<file path="src/rtl/billiard_pkg.sv">
// Shared types and constants for the billiard game sequencer and its helpers.
package billiard_pkg;

  localparam int NUM_BALLS = 11;
  localparam int CUE_IDX   = 0;

  typedef logic [3:0] bcd_digit_t;

  typedef enum logic [2:0] {
    S_TITLE,
    S_AIM,
    S_ROLL,
    S_SETTLE,
    S_WIN,
    S_LOSE
  } game_state_t;

  typedef struct packed {
    bcd_digit_t tens;
    bcd_digit_t units;
  } bcd2_t;

  // Two-digit BCD decrement that sticks at 00 instead of wrapping to 99.
  function automatic bcd2_t bcd_dec(input bcd2_t v);
    bcd2_t r;
    r = v;
    if (v.units != 4'd0) begin
      r.units = v.units - 4'd1;
    end else if (v.tens != 4'd0) begin
      r.units = 4'd9;
      r.tens  = v.tens - 4'd1;
    end
    return r;
  endfunction

endpackage

</file>
<file path="src/rtl/bcd_down_counter.sv">
// Two-digit saturating BCD down counter holding the remaining strike budget.
module bcd_down_counter
  import billiard_pkg::*;
#(
  parameter int unsigned INIT_TENS  = 1,
  parameter int unsigned INIT_UNITS = 5
) (
  input  logic       clk,
  input  logic       resetN,
  input  logic       load_i,
  input  logic       dec_i,
  output bcd_digit_t tens_o,
  output bcd_digit_t units_o,
  output logic       is_zero_o
);

  localparam bcd2_t INIT_VAL = '{tens: 4'(INIT_TENS), units: 4'(INIT_UNITS)};

  bcd2_t cnt_q, cnt_d;

  // Load has priority over decrement; otherwise hold.
  always_comb begin
    // NOTE: every variable gets a default first so no path leaves it unassigned (no latch).
    cnt_d = cnt_q;
    if (load_i) begin
      cnt_d = INIT_VAL;
    end else if (dec_i) begin
      cnt_d = bcd_dec(cnt_q);
    end
  end

  // Counter register, reset to the initial strike budget.
  always_ff @(posedge clk or negedge resetN) begin
    // NOTE: state is updated with non-blocking assignments so all flops sample the same edge.
    if (!resetN) begin
      cnt_q <= INIT_VAL;
    end else begin
      cnt_q <= cnt_d;
    end
  end

  assign tens_o    = cnt_q.tens;
  assign units_o   = cnt_q.units;
  assign is_zero_o = (cnt_q.tens == 4'd0) && (cnt_q.units == 4'd0);

endmodule

</file>
<file path="src/rtl/game_flow_controller.sv">
// Frame-synchronous game sequencer: title, aim, roll, settle and end phases,
// cue-stick gating, strike budget and sticky pocket flags.
module game_flow_controller
  import billiard_pkg::*;
#(
  parameter int unsigned STRIKES_INIT_TENS  = 1,
  parameter int unsigned STRIKES_INIT_UNITS = 5,
  parameter int unsigned SETTLE_FRAMES      = 8,
  parameter int unsigned END_FRAMES         = 180
) (
  input  logic                 clk,
  input  logic                 resetN,
  input  logic                 start_frame,
  input  logic                 key_start,
  input  logic                 key_shoot,
  input  logic                 balls_moving,
  input  logic [NUM_BALLS-1:0] ball_in_pocket,
  output logic                 game_state,
  output logic                 stick_enable,
  output logic                 shot_strobe,
  output logic                 respot_cue,
  output logic [NUM_BALLS-1:0] pocketed_mask,
  output bcd_digit_t           strikes_tens,
  output bcd_digit_t           strikes_units,
  output logic                 win,
  output logic                 lose
);

  localparam logic [7:0] SETTLE_LAST = 8'(SETTLE_FRAMES - 1);
  localparam logic [9:0] END_LAST    = 10'(END_FRAMES - 1);

  game_state_t          state_q, state_d;
  logic [7:0]           settle_cnt_q, settle_cnt_d;
  logic [9:0]           end_cnt_q, end_cnt_d;
  logic [NUM_BALLS-1:0] mask_q, mask_d, mask_now;
  logic                 key_start_q, key_shoot_q;
  logic                 start_edge, shoot_edge;
  logic                 strikes_load, strikes_dec, strikes_zero, strikes_one;
  logic                 fire_shot, do_respot;
  logic                 game_state_q, stick_enable_q, shot_strobe_q, respot_cue_q;
  logic                 win_q, lose_q;

  assign start_edge = key_start & ~key_start_q;
  assign shoot_edge = key_shoot & ~key_shoot_q;
  assign mask_now   = mask_q | ball_in_pocket;
  assign strikes_one = (strikes_tens == 4'd0) && (strikes_units == 4'd1);

  bcd_down_counter #(
    .INIT_TENS  (STRIKES_INIT_TENS),
    .INIT_UNITS (STRIKES_INIT_UNITS)
  ) u_strikes (
    .clk       (clk),
    .resetN    (resetN),
    .load_i    (strikes_load),
    .dec_i     (strikes_dec),
    .tens_o    (strikes_tens),
    .units_o   (strikes_units),
    .is_zero_o (strikes_zero)
  );

  // Next-state, counters, pocket mask and strike control for the game phases.
  always_comb begin
    state_d      = state_q;
    settle_cnt_d = settle_cnt_q;
    end_cnt_d    = end_cnt_q;
    mask_d       = mask_q;
    strikes_load = 1'b0;
    strikes_dec  = 1'b0;
    fire_shot    = 1'b0;
    do_respot    = 1'b0;
    unique case (state_q)
      S_TITLE: begin
        if (start_edge) begin
          state_d      = S_AIM;
          strikes_load = 1'b1;
          mask_d       = '0;
        end
      end
      S_AIM: begin
        // Start edges are ignored here, so a simultaneous start never blocks a shot.
        if (shoot_edge && !strikes_zero) begin
          fire_shot   = 1'b1;
          strikes_dec = 1'b1;
          state_d     = S_ROLL;
        end
      end
      S_ROLL: begin
        mask_d = mask_now;
        if (start_frame && !balls_moving) begin
          state_d      = S_SETTLE;
          settle_cnt_d = '0;
        end
      end
      S_SETTLE: begin
        mask_d = mask_now;
        if (balls_moving) begin
          state_d = S_ROLL;
        end else if (start_frame) begin
          if (settle_cnt_q == SETTLE_LAST) begin
            end_cnt_d = '0;
            if (&mask_now[NUM_BALLS-1:1]) begin
              // Clearing the table wins even if the cue ball also dropped.
              state_d = S_WIN;
            end else begin
              if (mask_now[CUE_IDX]) begin
                do_respot       = 1'b1;
                strikes_dec     = 1'b1;
                mask_d[CUE_IDX] = 1'b0;
              end
              // Judge against the budget as it will be after any scratch penalty.
              if (strikes_zero || (do_respot && strikes_one)) begin
                state_d = S_LOSE;
              end else begin
                state_d = S_AIM;
              end
            end
          end else begin
            settle_cnt_d = settle_cnt_q + 8'd1;
          end
        end
      end
      S_WIN, S_LOSE: begin
        if (start_frame) begin
          if (end_cnt_q == END_LAST) begin
            state_d = S_TITLE;
          end else begin
            end_cnt_d = end_cnt_q + 10'd1;
          end
        end
      end
      default: state_d = S_TITLE;
    endcase
  end

  // Phase state, counters, pocket flags and key history.
  always_ff @(posedge clk or negedge resetN) begin
    if (!resetN) begin
      state_q      <= S_TITLE;
      settle_cnt_q <= '0;
      end_cnt_q    <= '0;
      mask_q       <= '0;
      key_start_q  <= 1'b0;
      key_shoot_q  <= 1'b0;
    end else begin
      state_q      <= state_d;
      settle_cnt_q <= settle_cnt_d;
      end_cnt_q    <= end_cnt_d;
      mask_q       <= mask_d;
      key_start_q  <= key_start;
      key_shoot_q  <= key_shoot;
    end
  end

  // Registered outputs decoded from the upcoming state so they line up with it.
  always_ff @(posedge clk or negedge resetN) begin
    if (!resetN) begin
      game_state_q   <= 1'b0;
      stick_enable_q <= 1'b0;
      shot_strobe_q  <= 1'b0;
      respot_cue_q   <= 1'b0;
      win_q          <= 1'b0;
      lose_q         <= 1'b0;
    end else begin
      game_state_q   <= (state_d != S_TITLE);
      stick_enable_q <= (state_d == S_AIM);
      shot_strobe_q  <= fire_shot;
      respot_cue_q   <= do_respot;
      win_q          <= (state_d == S_WIN);
      lose_q         <= (state_d == S_LOSE);
    end
  end

  assign game_state    = game_state_q;
  assign stick_enable  = stick_enable_q;
  assign shot_strobe   = shot_strobe_q;
  assign respot_cue    = respot_cue_q;
  assign pocketed_mask = mask_q;
  assign win           = win_q;
  assign lose          = lose_q;

endmodule

</file>
<file path="config.mk">
export PLATFORM = sky130hd
export DESIGN_NAME = game_flow_controller
export DESIGN_NICKNAME = d
export VERILOG_FILES = /design/src/rtl/billiard_pkg.sv /design/src/rtl/bcd_down_counter.sv /design/src/rtl/game_flow_controller.sv
export SDC_FILE = /design/constraint.sdc
export NUM_CORES = 1
export LEC_CHECK = 0
export ABC_AREA = 1
export CORE_AREA = 4 4 121 100
export DETAILED_ROUTE_END_ITERATION = 7
export DIE_AREA = 0 0 125 104
export PLACE_DENSITY_LB_ADDON = 0.2
export RECOVER_POWER = 100
export SLEW_MARGIN = 5
export SYNTH_ARGS = -nofsm -noshare
export SYNTH_HDL_FRONTEND = slang
export SYNTH_SLANG_ARGS = --single-unit
</file>
<file path="constraint.sdc">
create_clock -name clk -period 2.8 [get_ports clk]
set_clock_uncertainty 0.05 [all_clocks]
set_input_delay 0.42 -clock clk [delete_from_list [all_inputs] [get_ports clk]]
set_output_delay 0.42 -clock clk [all_outputs]
set_load 0.01 [all_outputs]
</file>
Word-level counts from Yosys, hierarchy flattened

Cells that the tools add are included.

Word-level logic and storage cells: 123
Input port bits: 17
Output and inout bits: 25
Bits in registers: 48

Add/subtract/negate cells: 4
Equal/unequal tests: 20
Reduce and logical (&&, ||, !) cells: 27
Bitwise gates (word level): 5
Multiplexer cells: 53

Operators by type and width:

| operator                | number |
|---|---|
| $mux W8                 | 7 |
| $mux W10                | 5 |
| $pmux W11 S3            | 1 |
| $mux W3                 | 10 |
| $mux W1                 | 23 |
| $pmux W10 S2            | 1 |
| $ne A2 B2 Y1 const B    | 9 |
| $pmux W8 S2             | 1 |
| $pmux W3 S5             | 1 |
| $eq A3 B3 Y1 const B    | 4 |
| $mux W11                | 1 |
| $or A11 B11 Y11         | 1 |
| $add A10 B1 Y10 const B | 1 |
| $eq A10 B8 Y1 const B   | 1 |
| $reduce_and A10 Y1      | 1 |
| $reduce_bool A3 Y1      | 3 |
| $add A8 B1 Y8 const B   | 1 |
| $eq A8 B3 Y1 const B    | 1 |
| $logic_not A4 Y1        | 2 |
| $mux W4                 | 2 |
| $reduce_bool A2 Y1      | 4 |
| $reduce_bool A4 Y1      | 2 |
| $sub A4 B1 Y4 const B   | 2 |
| $eq A3 B1 Y1 const B    | 2 |
| other kinds (14)        | 23 |

Logic depth before layout (Yosys ltp)

Word-level depth: 16
Depth in mapped cells: 12
Gate-level depth less buffers: 12

Cells and area by module

From an unflattened synthesis, not the netlist that was laid out.

Cell total of the unflattened synthesis: 349
Area total of the unflattened synthesis: 2720.1 um2

Modules (own cells, without submodules):

| module               | cells each | area an instance (um2) | seq. area each (um2) | instances |
|---|---|---|---|---|
| game_flow_controller | 271        | 2135.8                 | 1001.0               | 1 |
| bcd_down_counter     | 78         | 584.3                  | 203.9                | 1 |

Worst setup path after synthesis

OpenSTA, ideal clock, no wires.

Path kind: flip-flop to flip-flop
From: reg u_strikes.cnt_q (netlist bit u_strikes.units_o[0])
To: reg u_strikes.cnt_q (netlist bit u_strikes.tens_o[3])
Path buffers: 0
Period minus slack after synthesis: 1.695 ns
Stages on the path, launching flop included: 13
Data arrival time: 1.528 ns
Setup slack: 1.105 ns
Setup time: 0.117 ns
Required time: 2.633 ns
Cell sequence: dfstp_2 inv_1 ha_1 inv_1 nor3_2 nand2_1 nand3_1 nand2_1 inv_2 nand2_4 nand2_2 nand2_1 nand2_1

Word-level cells in the longest chain between the ends: 8
Elaborated cells between the ends (all ways): 10
Classes of those cells: eq/ne: 1; mux: 2; reduce/logical: 7

Ends and longest elaborated chain:

| item                                   | line                       | RTL |
|---|---|---|
| start, declared                        | bcd_down_counter.sv:19     | `bcd2_t cnt_q, cnt_d;` |
| start signal, assigned                 | bcd_down_counter.sv:38     | `cnt_q <= cnt_d;` |
| $logic_not A4 Y1                       | bcd_down_counter.sv:44     | `assign is_zero_o = (cnt_q.tens == 4'd0) && (cnt_q.units == 4'd0);` |
| $logic_and A1 B1 Y1                    | bcd_down_counter.sv:44     |  |
| $logic_not A1 Y1                       | game_flow_controller.sv:81 | `if (shoot_edge && !strikes_zero) begin` |
| $logic_and A1 B1 Y1                    | game_flow_controller.sv:81 |  |
| $mux W1                                | game_flow_controller.sv:81 |  |
| $pmux W1 S2                            | game_flow_controller.sv:71 | `unique case (state_q)` |
| $reduce_bool A2 Y1 (no source line)    | -                          |  |
| $reduce_and A3 Y1 (no source line) (*) | -                          |  |

Mark *: on every way between the ends. The rest lies on a longest branch, timed or not.
A chain may end at the register's enable or synchronous reset.

Worst setup path in the final report

From: in key_start
To: reg u_strikes.cnt_q (netlist bit u_strikes.units_o[3])

Word-level cells in the longest chain between the ends: 5
Elaborated cells between the ends (all ways): 7
Classes of those cells: mux: 3; bitwise: 1; reduce/logical: 3

Ends and longest elaborated chain:

| item                                                                             | line                       | RTL |
|---|---|---|
| start, declared                                                                  | game_flow_controller.sv:14 | `input logic key_start,` |
| $and A1 B1 Y1 (*)                                                                | game_flow_controller.sv:43 | `assign start_edge = key_start & ~key_start_q;` |
| $mux W1 (*)                                                                      | game_flow_controller.sv:73 | `if (start_edge) begin` |
| $mux W1 (*)                                                                      | game_flow_controller.sv:71 |  |
| $reduce_bool A3 Y1 (no source line) / $reduce_bool A2 Y1 (equally long branches) | -                          |  |
| $reduce_and A2 Y1 (no source line)                                               | -                          |  |

Marks and branches as above.

==> out/qor.yml <==
status: "complete, no violations"
grt_max_degree: 29
cp-start-kind: "input pin"
synth_compound_area_share_pct: 9.69
die_area_um2: 13000
synth_cells: 359
num_vias: 2339
criticalPathCategory: "input pin to flip-flop"
fillers: 1187
wl_per_cell_um: 11.6
clk_latency_ns: 0.28
drtIter0Drc: 136
grt_pass1_wl_um: 11300
die_width_um: 125
clock-sinks: 48
fin_nets: 428
synth_cell_type_count: 35
ctsResizeCount: 0
max_freq_ghz: 0.457
htree_levels: 2
cts_root_buffer: "clkbuf_16"
synth_adder_area_share_pct: 2.79
postRouteAntennaNets: 0
mostFrequentLayoutCell: "nand2_1"
port_buffers: 41
cts_buffers: 5
start_util_pct: 24.9
multi_input_area_um2: 1230
synthSimpleGateAreaFrac_pct: 32.7
setup-violations-final: 0
synthesis.nets: 382
finalMaxSlewViolations: 0
finalCritPeriodShare_pct: 78.2
rsz0062_at_grt: "no"
path_clk_slew_ns: 0.07
antenna_found_initial: 0
ys_seq_area_share_pct: 44.9
overflow: 0
synth-seq-cells: 48
dp_hpwl_um: 4910
synth-xor-area-share_pct: 1.96
seqCellArea_um2: 1200
area_growth_pct: 27.0
p_leak_nw: 1.59
drive_gt1_share_pct: 7.39
synth_top_family_by_area: "simple AND/OR/NAND/NOR gates"
worst_slew_pin_slew_ns: 1.20
worst_ep_required_time_ns: 2.93
ioPinCount: 42
postCtsSetupBuffers: 0
final.setup.tns_ns: 0
muxShareOfSynthArea_pct: 0
drc: 0
crit_path_max_fanout: 10
n_antenna_cell: 0
grt_pass1_vias: 2295
maxCapViolations: 0
period_needed_ns: 2.19
crit_arrival_ns: 2.32
fp-row-count: 34
syn_area_um2: 2690
core-area_um2: 10800
dr.pass1.iters: 5
routed_via_density: 4.25
cts_tree: "yes"
clockBufferDepth: 2
final_cell_area_um2: 3410
hold_buffers: 0
powerDensity_nw_per_um2: 867
dieHeight_um: 104
finalWirelength_um: 6390
place_ws_ns: 0.519
postLayoutCoreUtil_pct: 31.6
peakVddDrop_uv: 316
placed_cell_area_um2: 3270
layout.cells.non_filler: 550
yosys_warnings: 0
finalHoldViolations: 0
slew_headroom_pct: 20.3
placedCellCount: 542
postSynthAreaPerCell_um2: 7.48
mostFrequentLayoutCells: "nand2_1 (89), nor2_1 (48), dfrtp_1 (45), inv_1 (44), nand3_1 (34)"
gp_congestion: 0.790
setup_slack_ns: 0.612
worst_setup_path_end_kind: "flip-flop"
hold_path_class: "input pin to async pin"
globalRouteTotalUtil_pct: 10.2
routing by layer:
layer  track usage [%]  wire length [µm]  up-vias
li1                  -                 -     1238
met1              15.2              3450     1068
met5                 0                 0        -
met4              2.32                60        0
met2              14.8              2700       28
met3              2.46               186        5
where the power goes:
part           switching (W)  internal [W]
clock network       0.000254      0.000470
registers           0.000162      0.000891
logic               0.000693      0.000487
total                0.00111       0.00185
cell families after synthesis:
family,after synthesis
AO/OA/AOI/OAI,48
buffers and inverters,54
XOR/XNOR,6
AND/OR/NAND/NOR,197
flip-flops,48
adder cells (fa/ha/maj),6
stage by stage:
step	power, W	hold WS [ns]
after floorplan	0.00181	0.0744
after global placement	0.00235	0.379
after detailed placement	0.00235	0.373
after CTS	0.00309	0.0666
after global routing	0.00322	0.427
final	0.00296	0.310
worst max-delay path, cell delays in order:
cell and delay [ns]:
dlygate4sd3_1 0.54, nand2_1 0.21, nor3_4 0.38, inv_2 0.11, nand2_1 0.08, clkinv_1 0.05, nand2_1 0.23, nand2_1 0.16
nand2_1 0.09, nand2_1 0.04
path summary, 6_finish.rpt:
check | startpoint | endpoint | slack [ns] | cells after the start
max | key_start | u_strikes.units_o[3]$_DFFE_PN0P_ | 0.61 | 10
min | resetN | end_cnt_q[4]$_DFFE_PN0P_ | 0.31 | 1
max reg2reg | u_strikes.units_o[1]$_DFFE_PN0P_ | u_strikes.tens_o[1]$_DFFE_PN0P_ | 0.62 | 12
min reg2reg | u_strikes.tens_o[0]$_DFFE_PN1P_ | u_strikes.tens_o[0]$_DFFE_PN1P_ | 0.44 | 2
max in group asynchronous | resetN | pocketed_mask[9]$_DFFE_PN0P_ | 1.08 | 2
min in group clk | u_strikes.tens_o[0]$_DFFE_PN1P_ | u_strikes.tens_o[0]$_DFFE_PN1P_ | 0.44 | 2
flip-flops by register name (all words and copies together), names as in the netlist:
register / flops
lose: 1
key_shoot_q: 1
state_q: 3
stick_enable: 1
u_strikes.units_o: 4
u_strikes.tens_o: 4
win: 1
settle_cnt_q: 8
end_cnt_q: 10
shot_strobe: 1
respot_cue: 1
game_state: 1
key_start_q: 1
pocketed_mask: 11
area by class of cell:
type / count / share of cell area [%]
multi-input cells: 257 / 36.2
flip-flops and latches: 48 / 35.3
repair buffers: 44 / 12.4
inverters: 49 / 5.43
well taps: 144 / 5.28
clock buffers: 7 / 4.47
clock inverters: 1 / 0.880
synth_stat cells, drive strengths merged:
cell type	count	area, µm²
a31o	1	8.76
a21oi	11	55.1
inv	47	176
xnor2	1	8.76
buf	4	25.0
dfrtp	45	1130
nand2	90	355
nor2	51	206
o21ai	30	154
or2	6	37.5
xor2	5	43.8
nand4	5	31.3
nor3	10	66.3
nand3b	1	7.51
dfstp	3	78.8
ha	6	75.1
clkinv	2	8.75
o211ai	1	7.51
clkbuf	1	3.75
o22ai	3	18.8
nand3	34	175
a32oi	1	8.76
o31ai	1	7.51
No activity file was read; power rests on OpenSTA's default activity.
